===== config.mk =====
export PLATFORM = sky130hd
export DESIGN_NAME = deser_align_ctrl
export DESIGN_NICKNAME = d
export VERILOG_FILES = /design/src/rtl/deser_align_pkg.sv /design/src/rtl/deser_align_ctrl_checker.sv /design/src/rtl/deser_align_ctrl.sv
export SDC_FILE = /design/constraint.sdc
export NUM_CORES = 1
export LEC_CHECK = 0
export BUFFER_PORTS_ARGS = -buffer_cell sky130_fd_sc_hd__buf_2
export CAP_MARGIN = 20
export CORE_UTILIZATION = 40
export CTS_BUF_LIST = sky130_fd_sc_hd__clkbuf_8
export DETAILED_ROUTE_END_ITERATION = 8
export PLACE_DENSITY_LB_ADDON = 0.15
export RECOVER_POWER = 25
export SLEW_MARGIN = 20
export SYNTH_ARGS = -nofsm -noshare
export SYNTH_HDL_FRONTEND = slang
export SYNTH_HIERARCHICAL = 1
export SYNTH_SLANG_ARGS = --single-unit
export TNS_END_PERCENT = 30

===== constraint.sdc =====
create_clock -name clk_div -period 11.6 [get_ports clk_div]
set_clock_uncertainty 0.15 [all_clocks]
set_input_delay 0.58 -clock clk_div [delete_from_list [all_inputs] [get_ports clk_div]]
set_output_delay 0.58 -clock clk_div [all_outputs]
set_load 0.03 [all_outputs]

===== src/rtl/deser_align_pkg.sv =====
// deser_align_pkg: shared types, constants and window helpers for the lane alignment controller
package deser_align_pkg;
  localparam int TAP_W    = 5;
  localparam int NUM_TAPS = 32;
  localparam int MAX_SLIP = 7;

  typedef enum logic [3:0] {
    S_IDLE,
    S_LOAD,
    S_SETTLE,
    S_CHECK,
    S_NEXT,
    S_SLIP,
    S_SLIP_WAIT,
    S_CENTER,
    S_CENTER_SETTLE,
    S_DONE,
    S_FAIL
  } align_state_t;

  typedef struct packed {
    logic [TAP_W-1:0] first;
    logic [TAP_W-1:0] last;
    logic             open;
  } align_win_t;

  function automatic logic [TAP_W:0] win_width(align_win_t w);
    return {1'b0, w.last} - {1'b0, w.first} + (TAP_W+1)'(1);
  endfunction

  function automatic logic [TAP_W-1:0] win_center(align_win_t w);
    logic [TAP_W:0] sum;
    sum = {1'b0, w.first} + {1'b0, w.last};
    return sum[TAP_W:1];
  endfunction
endpackage


===== src/rtl/deser_align_ctrl_checker.sv =====
// deser_match_checker: registered pattern compare with a consecutive-match counter
module deser_match_checker #(
  parameter int         CHECK_CNT     = 64,
  parameter logic [7:0] TRAIN_PATTERN = 8'hF0
) (
  input  logic       clk_div,
  input  logic       rst_n,
  input  logic [7:0] data,
  input  logic       clear,
  input  logic       enable,
  output logic       pass,
  output logic       fail
);
  localparam int CW = $clog2(CHECK_CNT + 1);

  logic          match_q, match_d;
  logic [CW-1:0] cnt_q, cnt_d;

  // compare result feeds the counter; pass on the last needed match, fail on any miss
  always_comb begin
    match_d = data == TRAIN_PATTERN;
    cnt_d   = clear ? '0 : (enable ? (match_q ? cnt_q + CW'(1) : '0) : cnt_q);
    pass    = enable && match_q && cnt_q == CW'(CHECK_CNT - 1);
    fail    = enable && !match_q;
  end

  // compare register and match counter
  always_ff @(posedge clk_div or negedge rst_n) begin
    if (!rst_n) begin
      match_q <= 1'b0;
      cnt_q   <= '0;
    end else begin
      match_q <= match_d;
      cnt_q   <= cnt_d;
    end
  end
endmodule


===== src/rtl/deser_align_ctrl.sv =====
// deser_align_ctrl: IDELAY tap sweep and BITSLIP word-phase search for one LVDS lane
module deser_align_ctrl
  import deser_align_pkg::*;
#(
  parameter logic [7:0] TRAIN_PATTERN = 8'hF0,
  parameter int         SETTLE_CYC    = 16,
  parameter int         CHECK_CNT     = 64,
  parameter int         MIN_WIN       = 4,
  parameter int         SLIP_WAIT     = 4
) (
  input  logic             clk_div,
  input  logic             rst_n,
  input  logic             start,
  input  logic [7:0]       iserdes_q,
  output logic             bitslip,
  output logic             dly_ld,
  output logic [TAP_W-1:0] dly_tap,
  output logic             busy,
  output logic             aligned,
  output logic             align_fail,
  output logic [TAP_W-1:0] align_tap,
  output logic [2:0]       slip_cnt
);
  localparam int WW = $clog2((SETTLE_CYC > SLIP_WAIT ? SETTLE_CYC : SLIP_WAIT) + 1);
  localparam logic [TAP_W-1:0] LAST_TAP = TAP_W'(NUM_TAPS - 1);

  align_state_t     state_q, state_d;
  logic [TAP_W-1:0] tap_q, tap_d;
  logic [2:0]       slip_q, slip_d;
  align_win_t       win_q, win_d, win_n;
  logic [WW-1:0]    wait_q, wait_d;
  logic             pass_q, pass_d;
  logic             busy_q, busy_d;
  logic             aligned_q, aligned_d;
  logic             fail_q, fail_d;
  logic             bitslip_q, bitslip_d;
  logic             dly_ld_q, dly_ld_d;
  logic [TAP_W-1:0] align_tap_q, align_tap_d;
  logic             chk_pass, chk_fail;
  logic             idle_like, close, qual;

  deser_match_checker #(
    .CHECK_CNT    (CHECK_CNT),
    .TRAIN_PATTERN(TRAIN_PATTERN)
  ) u_checker (
    .clk_div(clk_div),
    .rst_n  (rst_n),
    .data   (iserdes_q),
    .clear  (state_q != S_CHECK),
    .enable (state_q == S_CHECK),
    .pass   (chk_pass),
    .fail   (chk_fail)
  );

  // next-state, counters, window tracking and registered output values
  always_comb begin
    state_d     = state_q;
    tap_d       = tap_q;
    slip_d      = slip_q;
    win_d       = win_q;
    wait_d      = wait_q;
    pass_d      = pass_q;
    aligned_d   = aligned_q;
    fail_d      = fail_q;
    align_tap_d = align_tap_q;
    bitslip_d   = 1'b0;
    win_n       = win_q;
    if (pass_q) begin
      win_n.first = win_q.open ? win_q.first : tap_q;
      win_n.last  = tap_q;
      win_n.open  = 1'b1;
    end
    close     = !pass_q || tap_q == LAST_TAP;
    qual      = win_n.open && win_width(win_n) >= (TAP_W+1)'(MIN_WIN);
    idle_like = state_q == S_IDLE || state_q == S_DONE || state_q == S_FAIL;
    unique case (state_q)
      S_LOAD: begin
        wait_d  = '0;
        state_d = S_SETTLE;
      end
      S_SETTLE: begin
        wait_d  = wait_q + WW'(1);
        state_d = wait_q == WW'(SETTLE_CYC - 1) ? S_CHECK : S_SETTLE;
      end
      S_CHECK: begin
        pass_d  = chk_pass;
        state_d = (chk_pass || chk_fail) ? S_NEXT : S_CHECK;
      end
      S_NEXT: begin
        if (close && qual) begin
          win_d   = win_n;
          tap_d   = win_center(win_n);
          state_d = S_CENTER;
        end else begin
          win_d   = close ? '0 : win_n;
          tap_d   = tap_q == LAST_TAP ? tap_q : tap_q + TAP_W'(1);
          state_d = tap_q == LAST_TAP ? S_SLIP : S_LOAD;
        end
      end
      S_SLIP: begin
        tap_d = '0;
        if (slip_q == 3'(MAX_SLIP)) begin
          state_d = S_FAIL;
        end else begin
          bitslip_d = 1'b1;
          slip_d    = slip_q + 3'd1;
          win_d     = '0;
          wait_d    = '0;
          state_d   = S_SLIP_WAIT;
        end
      end
      S_SLIP_WAIT: begin
        wait_d  = wait_q + WW'(1);
        state_d = wait_q == WW'(SLIP_WAIT - 1) ? S_LOAD : S_SLIP_WAIT;
      end
      S_CENTER: begin
        wait_d  = '0;
        state_d = S_CENTER_SETTLE;
      end
      S_CENTER_SETTLE: begin
        wait_d  = wait_q + WW'(1);
        state_d = wait_q == WW'(SETTLE_CYC - 1) ? S_DONE : S_CENTER_SETTLE;
      end
      S_DONE: begin
        aligned_d   = 1'b1;
        align_tap_d = tap_q;
      end
      S_FAIL:  fail_d = 1'b1;
      S_IDLE:  state_d = S_IDLE;
      default: state_d = S_IDLE;
    endcase
    if (idle_like && start) begin
      state_d     = S_LOAD;
      tap_d       = '0;
      slip_d      = '0;
      win_d       = '0;
      aligned_d   = 1'b0;
      fail_d      = 1'b0;
      align_tap_d = '0;
    end
    busy_d   = !(state_d == S_IDLE || state_d == S_DONE || state_d == S_FAIL);
    dly_ld_d = state_d == S_LOAD || state_d == S_CENTER || (state_d == S_FAIL && state_q != S_FAIL);
  end

  // state, datapath and output registers; reset clears everything with no trailing pulses
  always_ff @(posedge clk_div or negedge rst_n) begin
    if (!rst_n) begin
      state_q     <= S_IDLE;
      tap_q       <= '0;
      slip_q      <= '0;
      win_q       <= '0;
      wait_q      <= '0;
      pass_q      <= 1'b0;
      busy_q      <= 1'b0;
      aligned_q   <= 1'b0;
      fail_q      <= 1'b0;
      bitslip_q   <= 1'b0;
      dly_ld_q    <= 1'b0;
      align_tap_q <= '0;
    end else begin
      state_q     <= state_d;
      tap_q       <= tap_d;
      slip_q      <= slip_d;
      win_q       <= win_d;
      wait_q      <= wait_d;
      pass_q      <= pass_d;
      busy_q      <= busy_d;
      aligned_q   <= aligned_d;
      fail_q      <= fail_d;
      bitslip_q   <= bitslip_d;
      dly_ld_q    <= dly_ld_d;
      align_tap_q <= align_tap_d;
    end
  end

  assign bitslip    = bitslip_q;
  assign dly_ld     = dly_ld_q;
  assign dly_tap    = tap_q;
  assign busy       = busy_q;
  assign aligned    = aligned_q;
  assign align_fail = fail_q;
  assign align_tap  = align_tap_q;
  assign slip_cnt   = slip_q;
endmodule

# Yosys cells after proc, flatten, opt, wreduce, memory -nomap -nowiden
# Cells that the tools add are included.
# W data, S select, Z words.
[classes]
n_addsub = 7
multipliers = 0
div_mod_pow = 0
order_cmp = 1
n_eq_ne = 26
shift = 0
muxes = 36
bitwise_logic = 0
reduce_logical = 33
[op_table]
columns = ["operator", "count"]
rows = [
  ["$mux W11", 5],
  ["$pmux W4 S9", 1],
  ["$mux W5", 7],
  ["$pmux W11 S2", 1],
  ["$mux W3", 7],
  ["$mux W7", 3],
  ["$eq A4 B3 Y1 const B", 5],
  ["$eq A4 B4 Y1 const B", 5],
  ["$pmux W5 S3", 1],
  ["$add A5 B1 Y5 const B", 2],
  ["$pmux W5 S2", 1],
  ["$eq A4 B1 Y1 const B", 2],
  ["$eq A4 B2 Y1 const B", 2],
  ["$eq A8 B8 Y1 const B", 1],
  ["$logic_not A4 Y1", 2],
  ["$logic_or A1 B1 Y1", 8],
  ["$mux W1", 8],
  ["$mux W4", 2],
  ["$ne A4 B4 Y1 const B", 2],
  ["$reduce_and A2 Y1", 4],
  ["$reduce_bool A2 Y1", 4],
  ["$add A7 B1 Y7 const B", 1],
  ["$eq A7 B6 Y1 const B", 1],
  ["$logic_and A1 B1 Y1", 7],
  ["17 further kinds", 21],
]
[word_totals]
ff_bits = 47
latchBits = 0
ram_bits = 0
mem_bits_ro = 0
in_bits = 11
out_inout_bits = 18
elab_cells = 119
mem_count = 0

# Longest topological paths before layout
# Gate-level depths: netlist (run 1).
[depth]
word_depth = 14
ltp_mapped = 16
mapped_depth_nobuf = 13

# Cells and area by module
# The synthesis (run 1) kept the hierarchy.
[by_module_without_submodules]
columns = ["mod", "instances", "cells_per_inst", "area_per_inst_um2", "seq_area_each_um2"]
rows = [
  ["deser_align_ctrl", 1, 285, 2725.1, 975.9],
  ["deser_match_checker", 1, 48, 434.2, 200.2],
]

# Least setup slack after synthesis (run 1)
# OpenSTA, ideal clock, no wires.
[synth_path]
kind = "reg2reg"
startpoint = "register pass_q"
endpoint = "register tap_q[2] (netlist: dly_tap[2])"
setup_time_ps = 83
t_arrival_ps = 3389
required_time_ps = 11367
path_slack_ps = 7978
stages_incl_launch_ff = 16
n_path_buf = 2
period_less_slack_ps = 3622
cell_sequence = "dfrtp_1 -> buf_2 -> nand2b_1 -> clkbuf_1 -> mux2_2 -> ha_1 -> inv_1 -> ha_1 -> inv_1 -> fa_1 -> nand2b_1 -> a21oi_1 -> xor2_1 -> a41o_1 -> mux2_2 -> o22ai_1"
[synth_between]
elab_chain_cells = 9
elab_cells_between_ends = 14
classes_between = "3 x add/sub; 1 x order compare; 1 x eq/ne; 4 x mux; 5 x reduce/logical"
[synth_rtl]
columns = ["item", "line_no", "text"]
rows = [
  ["start: declaration", "deser_align_ctrl.sv:32", "logic pass_q, pass_d;"],
  ["start signal: assignment", "deser_align_ctrl.sv:166", "pass_q <= pass_d;"],
  ["$mux W11", "deser_align_ctrl.sv:68", "if (pass_q) begin"],
  ["$sub A5 B5 Y6", "deser_align_pkg.sv:28", "return {1'b0, w.last} - {1'b0, w.first} + (TAP_W+1)'(1);"],
  ["$add A6 B1 Y6", "deser_align_pkg.sv:28", ""],
  ["$ge A6 B3 Y1", "deser_align_ctrl.sv:74", "qual = win_n.open && win_width(win_n) >= (TAP_W+1)'(MIN_WIN);"],
  ["$logic_and A1 B1 Y1", "deser_align_ctrl.sv:74", ""],
  ["$logic_and A1 B1 Y1", "deser_align_ctrl.sv:90", "if (close && qual) begin"],
  ["$mux W5", "deser_align_ctrl.sv:90", ""],
  ["$pmux W5 S2", "deser_align_ctrl.sv:76", "unique case (state_q)"],
  ["$mux W5", "deser_align_ctrl.sv:132", "if (idle_like && start) begin"],
  ["end signal: assignment", "deser_align_ctrl.sv:162", "tap_q <= tap_d;"],
  ["end: declaration", "deser_align_ctrl.sv:28", "logic [TAP_W-1:0] tap_q, tap_d;"],
]
# Parallel ways exist; a longest one is shown, timed or not.
# A chain may end at the register's enable or synchronous reset.

# Worst setup path in the final report (run 1)
[layout_path]
startpoint = "register pass_q"
endpoint = "register win_q[6] (netlist bit)"
[layout_between]
elab_chain_cells = 9
elab_cells_between_ends = 12
classes_between = "2 x add/sub; 1 x order compare; 5 x mux; 4 x reduce/logical"
[layout_rtl]
columns = ["item", "line_no", "text"]
rows = [
  ["$mux W11", "deser_align_ctrl.sv:68", ""],
  ["$sub A5 B5 Y6", "deser_align_pkg.sv:28", ""],
  ["$add A6 B1 Y6", "deser_align_pkg.sv:28", ""],
  ["$ge A6 B3 Y1", "deser_align_ctrl.sv:74", ""],
  ["$logic_and A1 B1 Y1", "deser_align_ctrl.sv:74", ""],
  ["$logic_and A1 B1 Y1", "deser_align_ctrl.sv:90", ""],
  ["$mux W11 (*)", "deser_align_ctrl.sv:90", ""],
  ["$pmux W11 S2 (*)", "deser_align_ctrl.sv:76", ""],
  ["$mux W11 (*)", "deser_align_ctrl.sv:132", ""],
  ["end signal: assignment", "deser_align_ctrl.sv:164", "win_q <= win_d;"],
  ["end: declaration", "deser_align_ctrl.sv:30", "align_win_t win_q, win_d, win_n;"],
]
# Mark *: on every way between the ends. The rest lies on a longest branch, timed or not.

==> flow_metrics.tcl, run 1 <==
set metrics [dict create \
    ctsRootBufferMaster "clkbuf_8" \
    dominantRegCellSynth "dfrtp_1" \
    result_of_the_run "finished, violations left" \
    final-instance-count-excl-fill 457 \
    finalHoldViolations 0 \
    worst_setup_hold_path_clk_slew_ns 0.09 \
    max_slew_margin_pct -66.5 \
    initialDrtViolationCount 104 \
    tritoncts "yes" \
    crit_fanout 11 \
    finalWorstPathRequiredPeriod_ns 4.34 \
    grt_pass1_wl_mm 11.5 \
    setup_viol 0 \
    unrepaired_setup_endpoints_after_global_routing "no" \
    worst-setup-path-type "flop to flop" \
    clock_network_fraction_of_design_power_pct 28.6 \
    synth.yosys.warnings 6 \
    port_buffers 28 \
    antenna_left 0 \
    cts_buffer_depth 2 \
    violations_in_the_final_reports "capacitance limit, slew limit" \
    core-area_um2 7690 \
    avgRoutedWirePerCell_um 14.8 \
    p_int_w 0.000320 \
    net-switching-power_w 0.000173 \
    drt_first_pass_iters 4 \
    drt-vias-per-instance 5.42 \
    syn2layout_area_growth_pct 9.94 \
    hold-path-cell-count 2 \
    async_flop_share_pct 100 \
    number_of_sinks_on_the_clock_net 47 \
    setup-tns-final_ns 0 \
    worst-endpoint-required_ns 11.67 \
    global_route.overflow_total 0 \
    p_seq_share_pct 41.8 \
    netlist_area_um2 3160 \
    dpl-instance-area_um2 3340 \
    synth_fp_nets 367 \
    r2r_cells 13 \
    whs_ns 0.325 \
    yosys_register_bits 47 \
    leakagePower_nw 1.66 \
    synth_top_cells_by_area "dfrtp_1, ha_1, nand2_1" \
    grt_max_degree 48 \
    holdBufCountCts 0 \
    cts_post_setup_buffers_inserted 0 \
    crit_path_start_kind "flop" \
    antenna_cells 0 \
    synth_top_area_cell "dfrtp_1" \
    syn-instance-count 333 \
    synth_most_common_cell "dfrtp_1" \
    clk-insertion-delay-late_ns 0.30 \
    post-route-drc-count 0 \
    postSynthAreaPerCell_um2 9.49 \
    vdd.ir_drop.worst_v 0.0000757 \
    worstSetupEndpointType "flop" \
    min-delay-path-class "flop to flop" \
    worstMarginPinSlew_ns 2.50 \
    fp.dieArea_um2 8260 \
    post_synth_most_frequent_cells "dfrtp_1, nand2_1, nor2_1, a21oi_1, ha_1" \
    synth.top_cell.area_share_pct 37.2 \
    drv_cap 1 \
    numPlacedInstances 449 \
    cts_buffers 5 \
    floorplan.initialDensity_pct 41.1 \
    fin_crit_sh_pct 37.4 \
    boundaryPins 29 \
    die_h_um 90.9 \
    drt-total-wl_mm 6.77 \
    routed-via-count 2476 \
    globalplace.congestion 0.847 \
    htree_num_levels 2 \
    floorplan.die.width_um 90.9 \
    antenna_found_initial 0 \
    max_freq_mhz 230 \
    net_switching_fraction_of_the_power_pct 35.1 \
    number_of_enable_flip_flop_cells_after_synthesis 0 \
    final_area_um2 3470 \
    timing.final.max_slew_violations 48 \
    detailed_placement_hpwl_mm 4.95 \
    crit_arrival_ns 4.42 \
    power_per_cell_area_nw_per_um2 142 \
    power.share.combinational_pct 29.6 \
    grt_usage_pct 17.5 \
    nNetsFinal 388 \
    worst-r2r-setup-slack_ns 7.26 \
    floorplan.rows 32 \
    layout-drive-gt1-share_pct 16.9 \
    ys_types 60 \
    synth.yosys.seq_area_share_pct 37.2 \
    post_cts_resized 0 \
    number_of_global_route_vias_before_repair 2264 \
]
power by group through the flow:
stage          logic, W  clock network, W  registers, W
6_report       0.000146          0.000141      0.000206
5_1_grt        0.000163          0.000152      0.000209
4_1_cts        0.000148          0.000146      0.000206
3_5_place_dp   0.000147                 0      0.000209
3_3_place_gp   0.000147                 0      0.000209
2_1_floorplan  0.000125                 0      0.000199
state kept, by name (all words and copies together), names as in the netlist:
name / flops
u_checker/match_q: 1
bitslip: 1
align_fail: 1
pass_q: 1
wait_q: 5
slip_cnt: 3
win_q: 11
aligned: 1
align_tap: 5
state_q: 4
busy: 1
dly_tap: 5
dly_ld: 1
u_checker/cnt_q: 7
through the flow:
stage                     power, W  util (%)  setup WS [ns]
after floorplan           0.000324         -           7.98
after global placement    0.000356      43.5           7.37
after detailed placement  0.000356      43.5           7.30
after CTS                 0.000499      45.2           7.27
after global routing      0.000525      45.2           6.98
final                     0.000493      45.2           7.26
metal layers:
metal	GRT usage, %	vias to the layer above	share of wire, %
met5	0	-	0
met4	5.29	0	1.1
met3	2.78	4	4.0
met2	26.6	58	46
met1	25.5	1183	49
li1	-	1231	-
worst max-delay path: stages (launching register included):
cell and delay (ns):
dfrtp_1 0.51, nand2b_1 0.28, mux2_2 0.43, ha_1 0.32, inv_1 0.06, ha_1 0.18
inv_1 0.06, fa_1 0.38, nand2b_1 0.16, a21oi_1 0.16, xor2_1 0.10, a41oi_1 0.92
o21ai_1 0.34, o21ai_0 0.22
cells by family after synthesis:
family,share of synthesized area (%)
simple gates,19.9
buf+inv,5.35
fa+ha+maj,9.90
compound gates,19.1
mux,6.61
flops,37.2
xor+xnor,1.94
layout make-up:
cell class              instances  area, um^2
fillers                       755        4210
multi-input cells             251        1810
flip-flops and latches         47        1180
repair buffers                 30         151
well taps                     102         128
inverters                      19        71.3
clock buffers                   5        68.8
clock inverters                 3        63.8
cells in the final DEF, fill, tap and decap left out, types with 4 or more instances in the layout:
cell / n
o21ai_0: 20
nor2b_1: 7
a21oi_1: 22
mux2i_1: 13
nand3_1: 7
nand2b_1: 6
clkbuf_8: 5
a31oi_1: 4
buf_2: 28
mux2_2: 7
dfrtp_1: 47
inv_1: 20
xor2_1: 4
a22o_1: 5
nand2_1: 40
or4_1: 4
o211ai_1: 8
ha_1: 21
nor2_1: 23
worst paths after layout:
| kind | startpoint | to |
|---|---|---|
| worst max-delay path | pass_q | win_q[6] |
| worst min register to register | win_q[4] | win_q[4] |
| worst max register to register | pass_q | win_q[6] |
| max in group asynchronous | rst_n | align_tap[1] |
| min in group asynchronous | rst_n | win_q[6] |
| worst min-delay path | win_q[4] | win_q[4] |
Note: power is estimated with default switching activity, not from simulation.
==> run 2, diff against run 1 <==
Settings changed: ABC_AREA from default to 1.
Clock period 11.6 ns to 4.39 ns, I/O delays scaled along.
==> run 2 against run 1 <==
Effect of this change: the flow still finishes with violations (capacitance limit, slew limit); cell count rose by 16%; synthesized cell count rose by 18%; routed wire length fell by 5.7%; register-to-register slack got worse by 6.7 ns; die area fell by 5.3%; combinational power rose to 3.4 times the previous value; critical endpoint is now win_q[2]; non-clock buffer count rose by 6; critical path type unchanged; global-route usage rose by 0.80 points; maximum frequency rose by 13%; core utilization rose by 1.6 points.
==> flow_metrics.tcl, run 2 <==
set metrics [dict create \
    boundaryPins 29 \
    leakagePower_nw 1.88 \
    crit_fanout 13 \
    global_route.overflow_total 0 \
    holdBufCountCts 4 \
    htree_num_levels 2 \
    antenna_found_initial 0 \
    cts_buffers 5 \
    synth.yosys.seq_area_share_pct 39.3 \
    fin_crit_sh_pct 87.8 \
    final-instance-count-excl-fill 531 \
    avgRoutedWirePerCell_um 12.0 \
    drt_first_pass_iters 4 \
    initialDrtViolationCount 74 \
    syn-instance-count 392 \
    die_h_um 88.4 \
    setup-tns-final_ns 0 \
    crit_arrival_ns 3.87 \
    flip_flop_count_of_the_largest_register_all_copies_and_words_added 11 \
    synth_top_cells_by_area "dfrtp_1, inv_1, nand2_1" \
    ctsRootBufferMaster "clkbuf_8" \
    synth_simple_gate_area_share_pct 23.0 \
    detailed_placement_hpwl_mm 4.90 \
    synth_top_family_by_area "simple AND/OR/NAND/NOR gates" \
    post-route-drc-count 0 \
    dominantRegCellSynth "dfrtp_1" \
    number_of_global_route_vias_before_repair 2465 \
    cts_post_setup_buffers_inserted 0 \
    layout_common_cells "inv_1, nand2_1, dfrtp_1" \
    postSynthAreaPerCell_um2 7.63 \
    min-delay-path-class "primary input to flop" \
    post_synth_fa_ha_maj_area_fraction_pct 10.1 \
    layout-drive-gt1-share_pct 13.4 \
    grt_max_degree 48 \
    core-area_um2 7250 \
    cts_buffer_depth 2 \
    nNetsFinal 466 \
    synth.yosys.warnings 6 \
    drt-vias-per-instance 4.78 \
    area_fraction_in_compound_gates_after_synthesis_pct 14.7 \
    post_cts_resized 0 \
    antenna_cells 0 \
    top_regs "win_q (11), u_checker/cnt_q (7)" \
    floorplan.rows 31 \
    drv_cap 1 \
    timing.final.max_slew_violations 48 \
    tritoncts "yes" \
    layout_commonest_cell "inv_1" \
    clk-insertion-delay-late_ns 0.30 \
    worst-endpoint-required_ns 4.40 \
    synth_most_common_cell "inv_1" \
    max_freq_mhz 259 \
    synth_top_area_cell "dfrtp_1" \
    floorplan.initialDensity_pct 41.2 \
    routed-via-count 2536 \
    antenna_left 0 \
    worstSetupEndpointType "flop" \
    crit_path_start_kind "flop" \
    worstMarginPinSlew_ns 2.55 \
    power_per_cell_area_nw_per_um2 384 \
    netlist_area_um2 2990 \
    rr_startpoint "pass_q" \
    synth.top_cell.area_share_pct 39.3 \
    finalWorstPathRequiredPeriod_ns 3.85 \
    number_of_sinks_on_the_clock_net 47 \
    grt_pass1_wl_mm 11.2 \
    finalHoldViolations 0 \
    worst-setup-path-type "flop to flop" \
    numPlacedInstances 519 \
    worst_setup_hold_path_clk_slew_ns 0.08 \
    floorplan.die.width_um 88.4 \
    syn2layout_area_growth_pct 13.6 \
    grt_usage_pct 18.3 \
    synth_fp_nets 426 \
    violations_in_the_final_reports "capacitance limit, slew limit" \
    max_slew_margin_pct -70.0 \
    fp.dieArea_um2 7820 \
    hold_path_startpoint "start" \
    vdd.ir_drop.worst_v 0.000231 \
    post_synth_most_frequent_cells "inv_1, nand2_1, dfrtp_1, o21ai_0, nor2_1" \
    number_of_enable_flip_flop_cells_after_synthesis 0 \
    setup_viol 0 \
    yosys_register_bits 47 \
    startpoint "pass_q" \
    drt-total-wl_mm 6.39 \
    result_of_the_run "finished, violations left" \
    regMostFlops "win_q" \
    port_buffers 28 \
    async_flop_share_pct 100 \
    ys_types 35 \
    synth-xor-area-share_pct 1.76 \
    whs_ns 0.210 \
    unrepaired_setup_endpoints_after_global_routing "no" \
    globalplace.congestion 0.875 \
    fraction_of_synthesized_area_in_multiplexers_pct 0 \
]
[run 2: cell count changes after synthesis, moves of 6 or more]
cell,previous run,this run
nand3_1,7,27
mux2_2,7,0
nand2_1,40,80
nor2b_1,7,0
nand2b_1,6,0
o21ai_0,20,34
mux2i_1,13,0
o22ai_1,2,10
o211ai_1,8,2
inv_1,19,81
a21oi_1,22,10
[run 2: cells by family after synthesis]
logic type	Yosys count
flip-flops	47
AO/OA/AOI/OAI	74
buffers and inverters	87
adder cells (fa/ha/maj)	23
XOR/XNOR	6
AND/OR/NAND/NOR	155
[run 2: final timing paths]
path                       cells after the start  slack [ns]            endpoint
max                                           19        0.54            win_q[2]
min                                            4        0.21        align_tap[0]
max reg2reg                                   19        0.54            win_q[2]
min reg2reg                                    2        0.34           wait_q[4]
max in group asynchronous                      2        1.54          dly_tap[0]
min in group asynchronous                      2        1.11  u_checker/cnt_q[1]
[run 2: worst max-delay path, stage by stage (launching register included)]
cell	delay (ns)
dfrtp_1	0.54
nand2_1	0.26
nand2_1	0.10
o21ai_0	0.08
buf_4	0.17
ha_1	0.28
inv_1	0.07
ha_1	0.17
inv_1	0.06
fa_1	0.47
inv_1	0.04
a21oi_1	0.11
nand2_1	0.06
nor2_1	0.08
nand2_1	0.09
nand2_2	0.15
inv_1	0.12
o21ai_1	0.42
buf_4	0.23
o21ai_0	0.07
[run 2: per-layer routing]
metal	routed length (um)	up-vias	global-route usage [%]
li1	-	1323	-
met1	3150	1168	25.0
met2	2990	36	30.2
met3	174	9	2.71
met4	65	0	5.13
met5	0	-	0
[run 2: layout make-up]
cell class	instances	area, um^2
Fill cell	749	3860
Multi-Input combinational cell	258	1480
Sequential cell	47	1180
Inverter	84	315
Timing Repair Buffer	36	211
Tap cell	99	124
Clock buffer	6	82.6
Clock inverter	1	5.00
[run 2: where the power goes]
part	total (W)	internal, W	leakage (nW)	switching, W
combinational	0.000496	0.000148	1.19	0.000348
clock	0.000265	0.000124	0.0470	0.000142
sequential	0.000544	0.000487	0.644	0.0000576
total	0.00131	0.000759	1.88	0.000547
[run 2: per-stage QoR]
step | setup WS [ns] | cell area, um^2 | utilization (%) | total power (W)
final | 0.536 | 3400 | 46.8 | 0.00131
after CTS | 0.570 | 3390 | 46.7 | 0.00132
after global routing | 0.0813 | 3400 | 46.8 | 0.00142
after global placement | 0.679 | 3260 | 44.9 | 0.00105
after floorplan | 1.08 | 2990 | - | 0.000910
after detailed placement | 0.585 | 3260 | 44.9 | 0.00105
